===== config.mk =====
export PLATFORM = sky130hd
export DESIGN_NAME = dmem_arbiter_flat
export DESIGN_NICKNAME = d
export VERILOG_FILES = /design/src/rtl/dmem_arbiter_if.sv /design/src/rtl/dmem_arbiter.sv /design/src/flat_wrapper.sv
export SDC_FILE = /design/constraint.sdc
export NUM_CORES = 1
export LEC_CHECK = 0
export CAP_MARGIN = 15
export CORE_MARGIN = 2
export CORE_UTILIZATION = 39
export DETAILED_ROUTE_END_ITERATION = 16
export PLACE_DENSITY = 0.82
export RECOVER_POWER = 100
export SETUP_SLACK_MARGIN = 0.1
export SYNTH_ARGS = -nofsm -noshare
export SYNTH_HDL_FRONTEND = slang
export SYNTH_SLANG_ARGS = --single-unit

===== constraint.sdc =====
create_clock -name clk_i -period 2.9 [get_ports clk_i]
set_input_delay 0.29 -clock clk_i [delete_from_list [all_inputs] [get_ports clk_i]]
set_output_delay 0.29 -clock clk_i [all_outputs]
set_load 0.03 [all_outputs]

===== src/rtl/dmem_arbiter_if.sv =====
// rtl/dmem_arbiter_if.sv - requester and memory-side signal bundle for dmem_arbiter
interface dmem_arbiter_if;
  logic        a_req_i;
  logic        a_we_i;
  logic [31:0] a_addr_i;
  logic [31:0] a_data_i;
  logic        a_ack_o;
  logic        a_err_o;
  logic [31:0] a_data_o;
  logic        b_req_i;
  logic        b_we_i;
  logic [31:0] b_addr_i;
  logic [31:0] b_data_i;
  logic        b_ack_o;
  logic        b_err_o;
  logic [31:0] b_data_o;
  logic [31:0] mem_addr_o;
  logic [31:0] mem_data_o;
  logic        mem_read_o;
  logic        mem_write_o;
  logic [31:0] mem_data_i;
  logic        busy_o;

  modport slave (
    input  a_req_i, a_we_i, a_addr_i, a_data_i,
    input  b_req_i, b_we_i, b_addr_i, b_data_i,
    input  mem_data_i,
    output a_ack_o, a_err_o, a_data_o,
    output b_ack_o, b_err_o, b_data_o,
    output mem_addr_o, mem_data_o, mem_read_o, mem_write_o, busy_o
  );

  modport master (
    output a_req_i, a_we_i, a_addr_i, a_data_i,
    output b_req_i, b_we_i, b_addr_i, b_data_i,
    output mem_data_i,
    input  a_ack_o, a_err_o, a_data_o,
    input  b_ack_o, b_err_o, b_data_o,
    input  mem_addr_o, mem_data_o, mem_read_o, mem_write_o, busy_o
  );
endinterface


===== src/rtl/dmem_arbiter.sv =====
// rtl/dmem_arbiter.sv - two-port round-robin arbiter in front of a single-port data memory
module dmem_arbiter #(
  parameter int unsigned MEM_LAT  = 1,
  parameter logic [31:0] ADDR_MAX = 32'd124
) (
  input logic           clk_i,
  input logic           rst_i,
  dmem_arbiter_if.slave bus
);

  localparam logic [1:0] S_IDLE   = 2'd0;
  localparam logic [1:0] S_ACCESS = 2'd1;
  localparam logic [1:0] S_RESP   = 2'd2;

  localparam logic PORT_A = 1'b0;
  localparam logic PORT_B = 1'b1;

  logic [1:0]  r_state;
  logic        r_grant;
  logic        r_last;
  logic        r_we;
  logic        r_err;
  logic [3:0]  r_cnt;
  logic [31:0] r_addr;
  logic [31:0] r_wdata;
  logic [31:0] r_a_data;
  logic [31:0] r_b_data;

  logic        w_arb_en;
  logic        w_a_elig;
  logic        w_b_elig;
  logic        w_grant_v;
  logic        w_win;
  logic        w_sel_we;
  logic [31:0] w_sel_addr;
  logic [31:0] w_sel_data;
  logic        w_sel_err;

  // Pick the next port: in RESP the port being acked still holds req and must be skipped
  always_comb begin
    w_arb_en   = (r_state == S_IDLE) || (r_state == S_RESP);
    w_a_elig   = bus.a_req_i && w_arb_en && !((r_state == S_RESP) && (r_grant == PORT_A));
    w_b_elig   = bus.b_req_i && w_arb_en && !((r_state == S_RESP) && (r_grant == PORT_B));
    w_grant_v  = w_a_elig || w_b_elig;
    w_win      = (w_a_elig && w_b_elig) ? ~r_last : w_b_elig;
    w_sel_we   = w_win ? bus.b_we_i   : bus.a_we_i;
    w_sel_addr = w_win ? bus.b_addr_i : bus.a_addr_i;
    w_sel_data = w_win ? bus.b_data_i : bus.a_data_i;
    w_sel_err  = (w_sel_addr[1:0] != 2'b00) || (w_sel_addr > ADDR_MAX);
  end

  // Transfer sequencing: grant, count out the access window, capture read data, ack
  always_ff @(posedge clk_i) begin
    if (rst_i) begin
      r_state  <= S_IDLE;
      r_grant  <= PORT_A;
      r_last   <= PORT_B;
      r_we     <= 1'b0;
      r_err    <= 1'b0;
      r_cnt    <= 4'd0;
      r_addr   <= 32'd0;
      r_wdata  <= 32'd0;
      r_a_data <= 32'd0;
      r_b_data <= 32'd0;
    end else begin
      case (r_state)
        S_ACCESS: begin
          if (r_cnt == 4'd0) begin
            if (!r_we) begin
              if (r_grant == PORT_B) r_b_data <= bus.mem_data_i;
              else                   r_a_data <= bus.mem_data_i;
            end
            r_state <= S_RESP;
          end else begin
            r_cnt <= r_cnt - 4'd1;
          end
        end
        default: begin
          if (w_grant_v) begin
            r_grant <= w_win;
            r_last  <= w_win;
            r_we    <= w_sel_we;
            r_err   <= w_sel_err;
            r_cnt   <= 4'(MEM_LAT - 1);
            if (w_sel_err) begin
              // rejected transfers never touch memory and report zero data
              r_state <= S_RESP;
              if (w_win == PORT_B) r_b_data <= 32'd0;
              else                 r_a_data <= 32'd0;
            end else begin
              // the memory-facing address/data only move for real accesses
              r_state <= S_ACCESS;
              r_addr  <= w_sel_addr;
              r_wdata <= w_sel_data;
            end
          end else begin
            r_state <= S_IDLE;
          end
        end
      endcase
    end
  end

  assign bus.busy_o      = (r_state != S_IDLE);
  assign bus.mem_addr_o  = r_addr;
  assign bus.mem_data_o  = r_wdata;
  assign bus.mem_read_o  = (r_state == S_ACCESS) && !r_we;
  // a reset in the final access cycle must not let the write land
  assign bus.mem_write_o = (r_state == S_ACCESS) && r_we && (r_cnt == 4'd0) && !rst_i;

  assign bus.a_ack_o  = (r_state == S_RESP) && (r_grant == PORT_A);
  assign bus.b_ack_o  = (r_state == S_RESP) && (r_grant == PORT_B);
  assign bus.a_err_o  = bus.a_ack_o && r_err;
  assign bus.b_err_o  = bus.b_ack_o && r_err;
  assign bus.a_data_o = r_a_data;
  assign bus.b_data_o = r_b_data;

endmodule


===== src/flat_wrapper.sv =====
// flat-port wrapper written by rule: the top's interface ports become plain ports
module dmem_arbiter_flat 
#(
  parameter int unsigned MEM_LAT  = 1,
  parameter logic [31:0] ADDR_MAX = 32'd124
)
  (clk_i, rst_i, bus_a_req_i, bus_a_we_i, bus_a_addr_i, bus_a_data_i, bus_b_req_i, bus_b_we_i, bus_b_addr_i, bus_b_data_i, bus_mem_data_i, bus_a_ack_o, bus_a_err_o, bus_a_data_o, bus_b_ack_o, bus_b_err_o, bus_b_data_o, bus_mem_addr_o, bus_mem_data_o, bus_mem_read_o, bus_mem_write_o, bus_busy_o);
  dmem_arbiter_if bus_i ();
  input logic clk_i;
  input logic rst_i;
  input wire logic [$bits(bus_i.a_req_i)-1:0] bus_a_req_i;
  input wire logic [$bits(bus_i.a_we_i)-1:0] bus_a_we_i;
  input wire logic [$bits(bus_i.a_addr_i)-1:0] bus_a_addr_i;
  input wire logic [$bits(bus_i.a_data_i)-1:0] bus_a_data_i;
  input wire logic [$bits(bus_i.b_req_i)-1:0] bus_b_req_i;
  input wire logic [$bits(bus_i.b_we_i)-1:0] bus_b_we_i;
  input wire logic [$bits(bus_i.b_addr_i)-1:0] bus_b_addr_i;
  input wire logic [$bits(bus_i.b_data_i)-1:0] bus_b_data_i;
  input wire logic [$bits(bus_i.mem_data_i)-1:0] bus_mem_data_i;
  output wire logic [$bits(bus_i.a_ack_o)-1:0] bus_a_ack_o;
  output wire logic [$bits(bus_i.a_err_o)-1:0] bus_a_err_o;
  output wire logic [$bits(bus_i.a_data_o)-1:0] bus_a_data_o;
  output wire logic [$bits(bus_i.b_ack_o)-1:0] bus_b_ack_o;
  output wire logic [$bits(bus_i.b_err_o)-1:0] bus_b_err_o;
  output wire logic [$bits(bus_i.b_data_o)-1:0] bus_b_data_o;
  output wire logic [$bits(bus_i.mem_addr_o)-1:0] bus_mem_addr_o;
  output wire logic [$bits(bus_i.mem_data_o)-1:0] bus_mem_data_o;
  output wire logic [$bits(bus_i.mem_read_o)-1:0] bus_mem_read_o;
  output wire logic [$bits(bus_i.mem_write_o)-1:0] bus_mem_write_o;
  output wire logic [$bits(bus_i.busy_o)-1:0] bus_busy_o;
  assign bus_i.a_req_i = bus_a_req_i;
  assign bus_i.a_we_i = bus_a_we_i;
  assign bus_i.a_addr_i = bus_a_addr_i;
  assign bus_i.a_data_i = bus_a_data_i;
  assign bus_i.b_req_i = bus_b_req_i;
  assign bus_i.b_we_i = bus_b_we_i;
  assign bus_i.b_addr_i = bus_b_addr_i;
  assign bus_i.b_data_i = bus_b_data_i;
  assign bus_i.mem_data_i = bus_mem_data_i;
  assign bus_a_ack_o = bus_i.a_ack_o;
  assign bus_a_err_o = bus_i.a_err_o;
  assign bus_a_data_o = bus_i.a_data_o;
  assign bus_b_ack_o = bus_i.b_ack_o;
  assign bus_b_err_o = bus_i.b_err_o;
  assign bus_b_data_o = bus_i.b_data_o;
  assign bus_mem_addr_o = bus_i.mem_addr_o;
  assign bus_mem_data_o = bus_i.mem_data_o;
  assign bus_mem_read_o = bus_i.mem_read_o;
  assign bus_mem_write_o = bus_i.mem_write_o;
  assign bus_busy_o = bus_i.busy_o;
  dmem_arbiter #(.MEM_LAT(MEM_LAT), .ADDR_MAX(ADDR_MAX)) u_core (.clk_i(clk_i), .rst_i(rst_i), .bus(bus_i));
endmodule

Word-level counts from Yosys, hierarchy flattened
Index checks and enable logic that the tools add are counted.
Operators by class
  $add $sub $neg: 1
  multipliers: 0
  divide/modulo/power cells: 0
  magnitude comparators: 1
  equality and inequality tests: 8
  shift-type cells: 0
  muxes and demuxes: 25
  bitwise operators: 4
  reduce and logical (&&, ||, !) cells: 32
Operators by type and width (number)
  $mux 32: 16
  $gt 32x7->1 const B: 1
  $logic_and 1x1->1: 13
  $mux 4: 3
  $reduce_and 6->1: 2
  $reduce_bool 2->1: 5
  $mux 2: 4
  $ne 2x2->1 const B: 4
  $logic_not 1->1: 4
  $logic_not 4->1: 1
  $ne 2x1->1 const B: 2
  $not 1->1: 4
  $reduce_and 2->1: 2
  $sub 4x1->4 const B: 1
  $logic_or 1x1->1: 3
  $reduce_and 3->1: 1
  $eq 2x1->1 const B: 1
  $eq 2x2->1 const B: 1
  $logic_not 2->1: 1
  $mux 1: 2
Storage, ports and cells
  register bits: 138
  latch bits: 0
  bits in writable memories: 0
  ROM bits: 0
  output and inout bits: 135
  logic and storage cells: 81
  memories: 0

Logic depth before layout (Yosys ltp)
Gate-level depths: netlist (run 1).
  word-level depth: 12
  mapped depth: 9
  mapped depth without buffers: 7

Worst setup path after synthesis (run 1)
No wires, ideal clock.
  path type: register -> register
  start: reg u_core.r_grant
  end: reg u_core.r_wdata[18] (netlist: u_core.bus.mem_data_o[18])
  setup time: 116 ps
  data arrival time: 2056 ps
  data required time: 2784 ps
  slack: 729 ps
  stages on the path, launching flop included: 9
  path buffers: 3
  clock period less this slack: 2171 ps
  path through: dfxtp_1 > buf_4 > mux2i_1 > a211o_1 > or4b_4 > and2_4 > buf_6 > buf_6 > a31o_1
On the way
  cells in the longest elaborated chain, start to end: 11
  elaborated cells on any way between the ends: 17
  classes of those cells: order compare (1); mux (3); bitwise (2); reduce/logical (11)
Ends and longest elaborated chain
  from (decl): RTL line dmem_arbiter.sv:19  | logic r_grant;
  from (signal assigned): RTL line dmem_arbiter.sv:80  | r_grant <= w_win;
  $not 1->1: RTL line dmem_arbiter.sv:42  | w_a_elig = bus.a_req_i && w_arb_en && !((r_state == S_RESP) && (r_grant == PORT_A));
  $logic_and 1x1->1: RTL line dmem_arbiter.sv:42
  $logic_not 1->1: RTL line dmem_arbiter.sv:42
  $logic_and 1x1->1: RTL line dmem_arbiter.sv:42
  $logic_and 1x1->1: RTL line dmem_arbiter.sv:45  | w_win = (w_a_elig && w_b_elig) ? ~r_last : w_b_elig;
  $mux 1: RTL line dmem_arbiter.sv:45
  $mux 32: RTL line dmem_arbiter.sv:47  | w_sel_addr = w_win ? bus.b_addr_i : bus.a_addr_i;
  $gt 32x7->1 / $reduce_bool 2->1 (equally long branches): RTL line dmem_arbiter.sv:49  | w_sel_err = (w_sel_addr[1:0] != 2'b00) || (w_sel_addr > ADDR_MAX);
  $logic_or 1x1->1: RTL line dmem_arbiter.sv:49
  $not 1->1 (no source line)
  $reduce_and 3->1 (no source line)
  to (signal assigned): RTL line dmem_arbiter.sv:94  | r_wdata <= w_sel_data;
  to (decl): RTL line dmem_arbiter.sv:25  | logic [31:0] r_wdata;
Several ways; a longest one is shown, not always the timed one.
A chain may end at the register's enable or synchronous reset.

Worst setup path in the final report (run 1)
  start: in bus_a_addr_i[29]
  end: reg u_core.r_addr[6] (netlist: u_core.bus.mem_addr_o[6])
On the way
  cells in the longest elaborated chain, start to end: 5
Ends and longest elaborated chain
  from (decl): RTL line flat_wrapper.sv:13  | input wire logic [$bits(bus_i.a_addr_i)-1:0] bus_a_addr_i;
  $mux 32: RTL line dmem_arbiter.sv:47
  $gt 32x7->1: RTL line dmem_arbiter.sv:49
  $logic_or 1x1->1: RTL line dmem_arbiter.sv:49
  $not 1->1 (no source line)
  $reduce_and 3->1 (no source line)
  to (signal assigned): RTL line dmem_arbiter.sv:93  | r_addr <= w_sel_addr;
  to (decl): RTL line dmem_arbiter.sv:24  | logic [31:0] r_addr;
No other way between the ends.

==> flow_summary.json, run 1 <==
{
  "die_h_um": 124,
  "antenna_found_initial": 0,
  "num_rows": 44,
  "outcome": "finished, final reports clean",
  "fin_area_mm2": 0.00933,
  "powerDensity_mw_per_mm2": 482,
  "ys_warn_count": 0,
  "path_cells": "dlygate4sd3_1 -> nor4_1 -> nand4_1 -> or4b_1 -> and2_2 -> o31ai_1",
  "finClkSkew_ps": 10.6,
  "num-nets-final": 997,
  "io_buffers": 300,
  "drt-pass1-iter-count": 5,
  "worstPathRequired_ps": 3210,
  "whs_ps": 455,
  "layout-drive-gt1-share_pct": 7.59,
  "syn_area_per_cell_um2": 10.3,
  "synth_nets": 719,
  "clockRootBuffer": "clkbuf_16",
  "crit_type": "in -> reg",
  "final.period_utilization_pct": 90.3,
  "ys_async_sr_fraction_pct": 0,
  "fin_setup_tns_ps": 0,
  "synth_edf_count": 0,
  "finalHoldViolCount": 0,
  "coreArea_mm2": 0.0144,
  "gp_congestion": 0.852,
  "ys.flop_type": "dfxtp_1",
  "start_util_pct": 39.4,
  "grtUsageTotal_pct": 24.6,
  "syn2layout_area_growth_pct": 64.8,
  "grt_max_degree": 54,
  "vias_per_cell": 5.48,
  "tritoncts": "done",
  "die_w_um": 124,
  "ant_nets": 0,
  "layoutNonFillerInstCount": 1027,
  "place_area_mm2": 0.00876,
  "overflow": 0,
  "setup_viol": 0,
  "grt_pass1_vias": 5674,
  "antennaDiodeCount": 0,
  "clk_path_buf_depth": 2,
  "grt_pass1_wl_um": 30500,
  "endpoint_kind": "flop",
  "cts.sinks": 138,
  "maxSlewHeadroom_pct": 36.4,
  "start_kind": "primary input",
  "ys_types": 45,
  "synth_area_mm2": 0.00566,
  "syn-instance-count": 552,
  "rsz0062_at_grt": "false",
  "dp_hpwl_um": 14300,
  "drv_cap": 0,
  "dp_cells": 995,
  "post-route-drc-count": 0,
  "die-area_mm2": 0.0155,
  "cp.arrival_ps": 2930,
  "p_total_uw": 4500,
  "leakage_uw": 0.00393,
  "max_freq_ghz": 0.382,
  "cts_buffers": 17,
  "mostFrequentLayoutCells": "clkdlybuf4s50_1, dfxtp_1, dlygate4sd3_1",
  "drtIter0Drc": 406,
  "num_vias": 5627,
  "wl_per_cell_um": 18.8,
  "cts_setup_buffers": 0,
  "period_minus_slack_ps": 2620,
  "min_path_type": "reg -> reg",
  "vdd_drop_max_mv": 0.314,
  "ys_seq_area_share_pct": 48.8,
  "cp_max_fo": 38,
  "clk_pin_slew_worst_paths_ps": 60,
  "slowest_delay_ps": 600,
  "tightest_slew_ps": 952,
  "r2r_setup_slack_ps": 430,
  "final_common_cell": "clkdlybuf4s50_1",
  "clk_latency_ps": 410,
  "htreeDepth": 4,
  "slew_violations": 0,
  "io_pins": 301,
  "critPathSlowestCell": "or4b_1",
  "synth-seq-cells": 138,
  "postRouteWirelength_um": 19400
}
-- metrics by stage --
step	utilization, %	setup slack, ps
2_1_floorplan	-	729
3_3_place_gp	61.0	164
3_5_place_dp	61.0	-10.4
4_1_cts	65.0	338
5_1_grt	64.9	116
6_report	64.9	283
-- logic make-up (layout without fill, tap and decap cells) --
group	after synthesis	count (layout)	synth area share, %
DFF	138	138	48.8
AOI/OAI and AO/OA	170	170	22.9
buffers and inverters	61	352	5.39
adders and majority gates	1	1	0.221
xor gates and xnor gates	1	1	0.155
and+or+nand+nor	132	132	13.9
muxes	49	49	8.66
-- per-layer routing --
| metal | part of all wire [%] | global-route usage (%) | up-vias | wire length (um) |
|---|---|---|---|---|
| met4 | 5.2 | 14.2 | 0 | 1010 |
| met1 | 38 | 27.8 | 2628 | 7310 |
| li1 | - | - | 2661 | - |
| met3 | 7.5 | 7.22 | 64 | 1460 |
| met5 | 0 | 0 | - | 0 |
| met2 | 49 | 41.4 | 274 | 9580 |
-- path summary, 6_finish.rpt --
path | startpoint | to | cells past startpoint
min reg2reg | u_core.bus.mem_addr_o[31] | u_core.bus.mem_addr_o[31] | 1
min | u_core.bus.mem_addr_o[31] | u_core.bus.mem_addr_o[31] | 1
max reg2reg | u_core.r_grant | u_core.bus.mem_addr_o[6] | 5
max | bus_a_addr_i[29] | u_core.bus.mem_addr_o[6] | 6
-- synth_stat cells (all sizes together) (2+ instances only) --
library cell / instances / area share [%]
nor2: 8 / 0.53
buf: 19 / 2.6
dfxtp: 138 / 49
a22oi: 22 / 2.9
and2: 40 / 4.5
a31oi: 2 / 0.22
nor3: 6 / 0.53
clkbuf: 38 / 2.5
a21oi: 36 / 3.2
mux2i: 49 / 8.7
a31o: 32 / 5.0
nand2: 10 / 0.66
a211oi: 34 / 4.9
nand4: 39 / 4.3
a22o: 32 / 5.0
inv: 4 / 0.27
o31ai: 5 / 0.66
nor2b: 2 / 0.22
nand3: 5 / 0.44
nor4: 13 / 1.4
-- power by group --
group / internal [uW] / leakage (uW) / switching, uW / total (uW)
logic: 277 / 0.00254 / 226 / 504
clock network: 1310 / 0.000282 / 768 / 2080
registers: 1900 / 0.00111 / 9.53 / 1910
total: 3490 / 0.00393 / 1000 / 4500
-- flip-flops by register name, summed over array words and instances, names as in the netlist, 2 cells and up --
signal / count
u_core.bus.mem_data_o: 32
u_core.r_cnt: 4
u_core.bus.a_data_o: 32
u_core.r_state: 2
u_core.bus.b_data_o: 32
u_core.bus.mem_addr_o: 32
-- what timing repair did --
action | 4_1_cts | 5_1_grt
hold buffers | 0 | 0
resized for setup | 1 | 0
setup endpoints to repair | 1 | 0
-- worst max-delay path, delay by kind of cell --
kind                   cells  cell delay (ps)
buffers and inverters      1              550
AND/OR/NAND/NOR            4             1710
AO/OA/AOI/OAI              1              350
-- area by class of cell --
cell class	instances	area, um^2
Clock buffer	26	519
Fill cell	1093	5040
Inverter	4	15.0
Clock inverter	6	60.1
Multi-Input combinational cell	353	2630
Tap cell	184	230
Sequential cell	138	2760
Timing Repair Buffer	316	3110
(Power assumes the default switching activity.)
==> run 2, diff against run 1 <==
--- a/config.mk
+++ b/config.mk
@@ -6,10 +6,13 @@
 export NUM_CORES = 1
 export LEC_CHECK = 0
 export CAP_MARGIN = 15
+export CORE_ASPECT_RATIO = 1.25
 export CORE_MARGIN = 2
-export CORE_UTILIZATION = 39
+export CORE_UTILIZATION = 41
+export CTS_BUF_LIST = sky130_fd_sc_hd__clkbuf_4 sky130_fd_sc_hd__clkbuf_8
 export DETAILED_ROUTE_END_ITERATION = 16
-export PLACE_DENSITY = 0.82
+export HOLD_SLACK_MARGIN = 0.02
+export PLACE_DENSITY = 0.85
 export RECOVER_POWER = 100
 export SETUP_SLACK_MARGIN = 0.1
 export SYNTH_ARGS = -nofsm -noshare
==> run 2 against run 1 <==
Net effect:
- total power decreased by 13%
- cell count fell by 0.97%
- clock skew grew 2.3 ps
- final area down 2.4%
- hold slack worse by 80 ps
- sequential share of layout area up 0.72 points
- setup slack gained 17 ps
- sequential power about the same
- critical path type is now reg -> reg
- critical endpoint is now u_core.bus.mem_data_o[0]
==> flow_summary.json, run 2 (synthesis results as in run 1) <==
{
  "wl_per_cell_um": 19.6,
  "critPathSlowestCell": "or4b_4",
  "worstPathRequired_ps": 3220,
  "path_cells": "mux2i_1 -> a211o_1 -> or4b_4 -> and2_2 -> a31o_2",
  "grt_max_degree": 56,
  "postRouteWirelength_um": 19900,
  "crit_type": "reg -> reg",
  "slew_violations": 0,
  "final_core_util_pct": 66.8,
  "syn2layout_area_growth_pct": 60.9,
  "p_int_uw": 2810,
  "setup_viol": 0,
  "start_kind": "flop",
  "grt_pass1_wl_um": 29800,
  "die_w_um": 109,
  "r2r_cells": 5,
  "min_path_type": "in -> reg",
  "htreeDepth": 4,
  "finClkSkew_ps": 13.0,
  "tightest_slew_ps": 959,
  "clk_path_buf_depth": 2,
  "leakage_uw": 0.00382,
  "vdd_drop_max_mv": 0.416,
  "path_buf_inv": 0,
  "clockRootBuffer": "clkbuf_8",
  "finalHoldViolCount": 0,
  "max_freq_ghz": 0.385,
  "pwr-share-clk_pct": 37.8,
  "drtIter0Drc": 290,
  "num_vias": 5675,
  "min_path_cells": 3,
  "clk_pin_slew_worst_paths_ps": 90,
  "dp_hpwl_um": 14600,
  "io_pins": 301,
  "mostFrequentLayoutCells": "clkdlybuf4s50_1, dfxtp_1, dlygate4sd3_1",
  "die-area_mm2": 0.0148,
  "endpoint_kind": "flop",
  "antennaDiodeCount": 0,
  "cp_max_fo": 38,
  "slowest_delay_ps": 630,
  "seqPwrFrac_pct": 49.1,
  "grt_pass1_vias": 5774,
  "die_h_um": 135,
  "power_switching_uw": 1080,
  "critPathTopFamily": "simple AND/OR/NAND/NOR gates",
  "r2r_setup_slack_ps": 300,
  "powerDensity_mw_per_mm2": 427,
  "fin_setup_tns_ps": 0,
  "cts.sinks": 138,
  "num-nets-final": 996,
  "drv_cap": 0,
  "final_common_cell": "clkdlybuf4s50_1",
  "combPwrFrac_pct": 13.1,
  "drt-pass1-iter-count": 5,
  "vias_per_cell": 5.58,
  "cp.arrival_ps": 2920,
  "tritoncts": "done",
  "period_minus_slack_ps": 2600,
  "gp_congestion": 0.839,
  "maxSlewHeadroom_pct": 36.0,
  "final.period_utilization_pct": 89.7,
  "antenna_found_initial": 0,
  "cts_buffers": 17,
  "netSwitchingFraction_pct": 27.9,
  "layout-drive-gt1-share_pct": 7.72,
  "grtUsageTotal_pct": 26.1,
  "cts_hold_buf": 0,
  "outcome": "finished, final reports clean",
  "clk_latency_ps": 430,
  "num_rows": 48,
  "post-route-drc-count": 0,
  "rsz0062_at_grt": "false",
  "coreArea_mm2": 0.0136,
  "start_util_pct": 41.5,
  "ant_nets": 0,
  "crit_cells": 5,
  "io_buffers": 300,
  "overflow": 0
}
-- run 2: timing repair --
action | CTS | global route
endpoints found under the hold margin | 0 | 0
setup buffers | 0 | 0
setup endpoints to repair | 1 | 0
resized for setup | 1 | 0
-- run 2: final timing paths --
| check | start | end |
|---|---|---|
| min reg2reg | u_core.bus.mem_addr_o[19] | u_core.bus.mem_addr_o[19] |
| max | u_core.r_grant | u_core.bus.mem_data_o[0] |
| max reg2reg | u_core.r_grant | u_core.bus.mem_data_o[0] |
| min | rst_i | u_core.r_cnt[0] |
-- run 2: area by class of cell --
cell class,count,area (um^2)
fill,1043,4530
timing repair buffer,315,3110
sequential,138,2760
multi-input combinational,353,2630
clock buffer,17,234
tap,175,219
clock inverter,15,134
inverter,4,15.0
-- run 2: worst register-to-register path, stage by stage, from the launching register on --
cell     delay, ps
dfxtp_1        500
mux2i_1        160
a211o_1        390
or4b_4         630
and2_2         470
a31o_2         360
-- run 2: routing by layer --
| layer | wire length (um) | track usage, % | vias to the layer above |
|---|---|---|---|
| li1 | - | - | 2663 |
| met5 | 0 | 0 | - |
| met1 | 7430 | 29.0 | 2687 |
| met3 | 2280 | 10.2 | 36 |
| met2 | 9760 | 44.4 | 289 |
| met4 | 452 | 10.1 | 0 |
-- run 2: per-stage QoR --
stage	hold slack (ps)	power [uW]	instance area [um^2]	instances	setup WS (ps)
after detailed placement	446	2470	8750	985	113
after CTS	349	3930	9120	1017	291
after global routing	366	4050	9100	1017	159
after global placement	444	2460	8750	985	229
after floorplan	423	2160	5660	552	729
final	376	3890	9100	1017	300
-- run 2: power groups by stage --
stage	clock network (uW)	registers, uW	logic (uW)
finish	1470	1910	511
global route	1600	1910	544
CTS	1500	1910	517
detailed placement	0	1950	514
global placement	0	1950	503
floorplan	0	1950	207
==> run 3, diff against run 2 <==
--- a/config.mk
+++ b/config.mk
@@ -5,7 +5,6 @@
 export SDC_FILE = /design/constraint.sdc
 export NUM_CORES = 1
 export LEC_CHECK = 0
-export CAP_MARGIN = 15
 export CORE_ASPECT_RATIO = 1.25
 export CORE_MARGIN = 2
 export CORE_UTILIZATION = 41
==> results of run 3 <==
Same layout as run 2: the final DEF is identical, and so are final timing and power.
